$ cat src/rtl/mips_muldiv_unit.sv
// Iterative MIPS multiply/divide unit with HI/LO registers.
// Define MULDIV_EARLY_OUT_EN to end MUL once remaining multiplier bits are zero.
module mips_muldiv_unit #(
  parameter int XLEN  = 32,
  parameter int CNT_W = $clog2(XLEN) + 1
) (
  input  logic            clk_i,
  input  logic            rst_ni,
  input  logic            start_i,
  input  logic [1:0]      op_i,
  input  logic [XLEN-1:0] a_i,
  input  logic [XLEN-1:0] b_i,
  input  logic            flush_i,
  input  logic            hi_we_i,
  input  logic            lo_we_i,
  input  logic [XLEN-1:0] wdata_i,
  output logic            busy_o,
  output logic            done_o,
  output logic [XLEN-1:0] hi_o,
  output logic [XLEN-1:0] lo_o
);

  typedef enum logic [2:0] {
    IDLE, MUL, DIV, FIXUP, DONE
  } state_t;

  state_t state, state_n;

  logic [CNT_W-1:0]  cnt;
  logic [2*XLEN-1:0] prod, mcand;
  logic [XLEN-1:0]   mplier;
  logic [XLEN-1:0]   rem, quo, dvs, raw_a;
  logic              neg_p, neg_q, neg_r;
  logic              dz, is_div;

  logic              sgn_a, sgn_b;
  logic [XLEN-1:0]   mag_a, mag_b;
  logic [XLEN:0]     trial;
  logic [2*XLEN-1:0] p_fix;
  logic [XLEN-1:0]   q_fix, r_fix;
  logic              early;
  logic              last;

  always_comb begin
    sgn_a = ~op_i[0] & a_i[XLEN-1];
    sgn_b = ~op_i[0] & b_i[XLEN-1];
    mag_a = sgn_a ? -a_i : a_i;
    mag_b = sgn_b ? -b_i : b_i;
  end

  // Restoring step: trial subtract of the shifted partial remainder.
  assign trial = {rem, quo[XLEN-1]} - {1'b0, dvs};

  assign p_fix = neg_p ? -prod : prod;
  assign q_fix = neg_q ? -quo : quo;
  assign r_fix = neg_r ? -rem : rem;

`ifdef MULDIV_EARLY_OUT_EN
  assign early = (mplier[XLEN-1:1] == '0);
`else
  assign early = 1'b0;
`endif

  assign last   = (cnt == CNT_W'(1));
  assign busy_o = (state == MUL) || (state == DIV) || (state == FIXUP);
  assign done_o = (state == DONE);

  always_ff @(posedge clk_i) begin
    if (!rst_ni) state <= IDLE;
    else         state <= state_n;
  end

  always_comb begin
    state_n = state;
    unique case (state)
      IDLE:  if (start_i) state_n = op_i[1] ? DIV : MUL;
      MUL: begin
        if (flush_i)            state_n = IDLE;
        else if (last || early) state_n = FIXUP;
      end
      DIV: begin
        if (flush_i)   state_n = IDLE;
        else if (last) state_n = FIXUP;
      end
      FIXUP: state_n = flush_i ? IDLE : DONE;
      DONE:  state_n = IDLE;
      default: state_n = IDLE;
    endcase
  end

  always_ff @(posedge clk_i) begin
    if (!rst_ni) begin
      cnt    <= '0;
      prod   <= '0;
      mcand  <= '0;
      mplier <= '0;
      rem    <= '0;
      quo    <= '0;
      dvs    <= '0;
      raw_a  <= '0;
      neg_p  <= 1'b0;
      neg_q  <= 1'b0;
      neg_r  <= 1'b0;
      dz     <= 1'b0;
      is_div <= 1'b0;
      hi_o   <= '0;
      lo_o   <= '0;
    end else begin
      unique case (state)
        IDLE: begin
          if (start_i) begin
            cnt    <= CNT_W'(XLEN);
            prod   <= '0;
            mcand  <= {{XLEN{1'b0}}, mag_a};
            mplier <= mag_b;
            rem    <= '0;
            quo    <= mag_a;
            dvs    <= mag_b;
            raw_a  <= a_i;
            neg_p  <= sgn_a ^ sgn_b;
            neg_q  <= sgn_a ^ sgn_b;
            neg_r  <= sgn_a;
            dz     <= (b_i == '0);
            is_div <= op_i[1];
          end
        end
        MUL: begin
          if (mplier[0]) prod <= prod + mcand;
          mcand  <= mcand << 1;
          mplier <= mplier >> 1;
          cnt    <= cnt - CNT_W'(1);
        end
        DIV: begin
          if (!trial[XLEN]) begin
            rem <= trial[XLEN-1:0];
            quo <= {quo[XLEN-2:0], 1'b1};
          end else begin
            rem <= {rem[XLEN-2:0], quo[XLEN-1]};
            quo <= {quo[XLEN-2:0], 1'b0};
          end
          cnt <= cnt - CNT_W'(1);
        end
        FIXUP: begin
          if (!flush_i) begin
            if (!is_div) begin
              hi_o <= p_fix[2*XLEN-1:XLEN];
              lo_o <= p_fix[XLEN-1:0];
            end else if (dz) begin
              hi_o <= raw_a;
              lo_o <= '1;
            end else begin
              hi_o <= r_fix;
              lo_o <= q_fix;
            end
          end
        end
        default: ;
      endcase
      // MTHI/MTLO only land while no result write can be pending
      if (!busy_o) begin
        if (hi_we_i) hi_o <= wdata_i;
        if (lo_we_i) lo_o <= wdata_i;
      end
    end
  end

endmodule

$ cat config.mk
export PLATFORM = sky130hd
export DESIGN_NAME = mips_muldiv_unit
export DESIGN_NICKNAME = d
export VERILOG_FILES = /design/src/rtl/mips_muldiv_unit.sv
export SDC_FILE = /design/constraint.sdc
export NUM_CORES = 1
export LEC_CHECK = 0
export ABC_AREA = 1
export BUFFER_PORTS_ARGS = -buffer_cell sky130_fd_sc_hd__buf_2
export CORE_AREA = 2 2 241 243
export CTS_BUF_LIST = sky130_fd_sc_hd__clkbuf_8 sky130_fd_sc_hd__clkbuf_16
export DETAILED_ROUTE_END_ITERATION = 10
export DIE_AREA = 0 0 243 245
export PLACE_DENSITY = 0.66
export SLEW_MARGIN = 30
export SYNTH_ARGS = -nofsm -noshare
export SYNTH_HDL_FRONTEND = slang
export SYNTH_SLANG_ARGS = --single-unit
$ cat constraint.sdc
create_clock -name clk_i -period 5.7 [get_ports clk_i]
set_input_delay 1.71 -clock clk_i [delete_from_list [all_inputs] [get_ports clk_i]]
set_output_delay 1.71 -clock clk_i [all_outputs]
set_load 0.02 [all_outputs]
==> results.toml <==
[detailed_routing]
num_vias = 33800
wirelength_um = 118000
remaining_drc_errors = 0
via_per_inst = 5.52
drtAntennaViolNets = 0
first_pass_iters = 8
drt_iter0_markers = 3599
wl_per_cell_um = 19.3

[synthesis]
ys_top_cells_by_count = "1,890 x nand2_1, 716 x inv_1, 494 x nor2_1"
synth_top_area_share_pct = 24.5
yosys-top-cells-area = "dfxtp_1 24%, nand2_1 24%, inv_1 9.0%"
synth_edf_count = 0
syn_area_per_cell_um2 = 5.68
ys_ff_latch = 365
synthCells = 5255
synth_flop_cell = "dfxtp_1"
ys_types = 55
yosysWarnings = 0
yosysMostFrequentCell = "nand2_1"
synth.yosys.seq_area_share_pct = 24.5
syn-num-nets = 5463
synthArstFlopShare_pct = 0
synth_area_um2 = 29800
yosysTopAreaCell = "dfxtp_1"

[outcome]
status = "complete, no violations"

[sta]
relSlewSlack_pct = 36.2
fin_hold_ws_ps = 460
finalCritPeriodShare_pct = 56.1
maxSlewViolCount = 0
tns_ps = 0
rsz0062_at_grt = "no"
tightest_slew_ps = 956
hold_viol = 0
fmax_ghz = 0.313
setup_viol = 0
min_period_ps = 3200
fin_worst_skew_ps = 31.1

[setup_path]
crit_top_cell = "nor2_1"
critical_path_peak_fanout = 3
crit_family = "flip-flops"
critical_path_class = "flip-flop to output pin"
end_kind = "output pin"
worstPathCellList = "nor2_1, inv_2, nor2_1, buf_2"
crit_arrival_ps = 1490
cpPeakStageDelay_ps = 330
slowest_stage = "dfxtp_1"
r2r_slack_ps = 2620
cp-start-kind = "flip-flop"
required_ps = 3990
cp.buffers_inverters = 2

[power_and_ir_drop]
leakagePower_nw = 16.8
powerDensity_nw_per_um2 = 445
vdd_drop_max_mv = 0.382

[global_routing]
antenna_found_initial = 7
grt_use_total_pct = 38.5
grt_pass1_wl_um = 179000
grt_start_max_net_pins = 138
grt_pass1_vias = 30300
grt_overflow = 0

[cts]
clk_latency_ps = 610
h-tree-depth = 2
cts_resized = 0
cts-root-buf = "clkbuf_16"
cts_tree = "done"
cts_sinks = 365
postCtsHoldBufs = 0
cts_buffers = 44
clock_path_buffers = 3
clk_pin_slew_ps = 70
post-cts-setup-buffers = 0

[placed_design]
gp_congestion = 1.04
place_hpwl_um = 92000
portBuffers = 169
dpl_cell_area_um2 = 31100

[finish]
area_growth_pct = 9.58
multiInputGateArea_um2 = 19000
regArea_um2 = 7310
fillers = 6211
drive_gt1_share_pct = 8.00
layout.nets = 5523
finalInstanceArea_um2 = 32700

[die]
fp.dieH_um = 245
pin_count = 170
die_x_um = 243
die-area_um2 = 59500
initial_core_util_pct = 52.3
rows = 88
fp.coreArea_um2 = 57000

[job]
cap_violations = 0

[min_path]
hold_class = "flip-flop to flip-flop"
-- cells in the final DEF (no fill, tap or decap), types with 11 or more instances in the layout --
cell and instances:
nand2_1 1887, inv_1 719, nor2_1 491, a21oi_1 401, dfxtp_1 364, nand3_1 307
o21ai_0 247, buf_2 169, ha_1 102, a31oi_1 79, nand4_1 57, clkbuf_16 44
xor2_1 43, nand3b_1 42, nor3_1 36, nand3_2 27, buf_4 25, xnor2_1 24
nand2_4 23, inv_2 21, a21oi_2 20, or2_2 19, o21ai_1 18, o22ai_1 18
nand2_2 16, a21boi_0 14, and2_1 11
-- metrics by stage --
step	total power, mW	util (%)	instances	setup WS [ps]
2_1_floorplan	9.32	-	5255	2610
3_3_place_gp	11.2	54.5	6034	2020
3_5_place_dp	11.3	54.5	6034	2030
4_1_cts	14.4	57.3	6115	2480
5_1_grt	15.6	57.3	6118	2360
6_report	14.6	57.3	6119	2500
-- layer usage --
layer	wire, um	vias to the layer above	global-route usage (%)
met5	34	-	0
met4	6350	6	19.0
met3	10300	240	6.10
met2	50700	1443	59.8
met1	50600	15300	52.0
li1	-	16800	-
-- worst register-to-register path, cell delays in order (launching register included) --
cell	delay, ps
dfxtp_1	470
inv_1	100
ha_1	240
fa_1	410
inv_1	140
nand2_1	60
nand2_1	90
nand3_2	90
nand2_4	110
nand2_2	70
nand2_4	80
nand2_4	60
nand2_2	80
nand2_2	60
nand2_4	510
nand2_1	150
nand3_1	100
a21oi_1	70
-- state kept, by name, summed over array words and instances, names as in the netlist, 32 cells and up --
signal and count:
rem 32, raw_a 32, lo_o 32, hi_o 32, mplier 32, quo 32
prod 64, mcand 64, dvs 32
-- where the power goes --
group,internal [mW],switching (mW)
clock,1.91,1.27
combinational,2.33,5.58
sequential,3.03,0.434
total,7.27,7.29
-- area by class of cell --
class	instances	share of cell area, %
timing repair buffer	196	3.26
clock inverter	28	1.21
multi-input combinational	3970	58.0
sequential	365	22.3
inverter	738	8.49
antenna	4	0.0306
clock buffer	53	3.75
tap	765	2.93
-- worst paths after layout --
check                    startpoint  cells after the start                      to
min reg2reg  raw_a[10]$_SDFFE_PN0P_                      2  raw_a[10]$_SDFFE_PN0P_
max           state[0]$_SDFFE_PN0P_                      4                  done_o
min          raw_a[10]$_SDFFE_PN0P_                      2  raw_a[10]$_SDFFE_PN0P_
max reg2reg    quo[31]$_SDFFE_PN0P_                     17     rem[9]$_SDFFE_PN0P_
-- cells by family after synthesis --
logic type | after synthesis | share of synthesized area, %
AO/OA/AOI/OAI | 852 | 15.7
AND/OR/NAND/NOR | 2947 | 41.4
adder cells (fa/ha/maj) | 104 | 4.41
XOR/XNOR | 67 | 1.97
buffers and inverters | 920 | 12.1
flip-flops | 365 | 24.5
(Power assumes the default switching activity.)
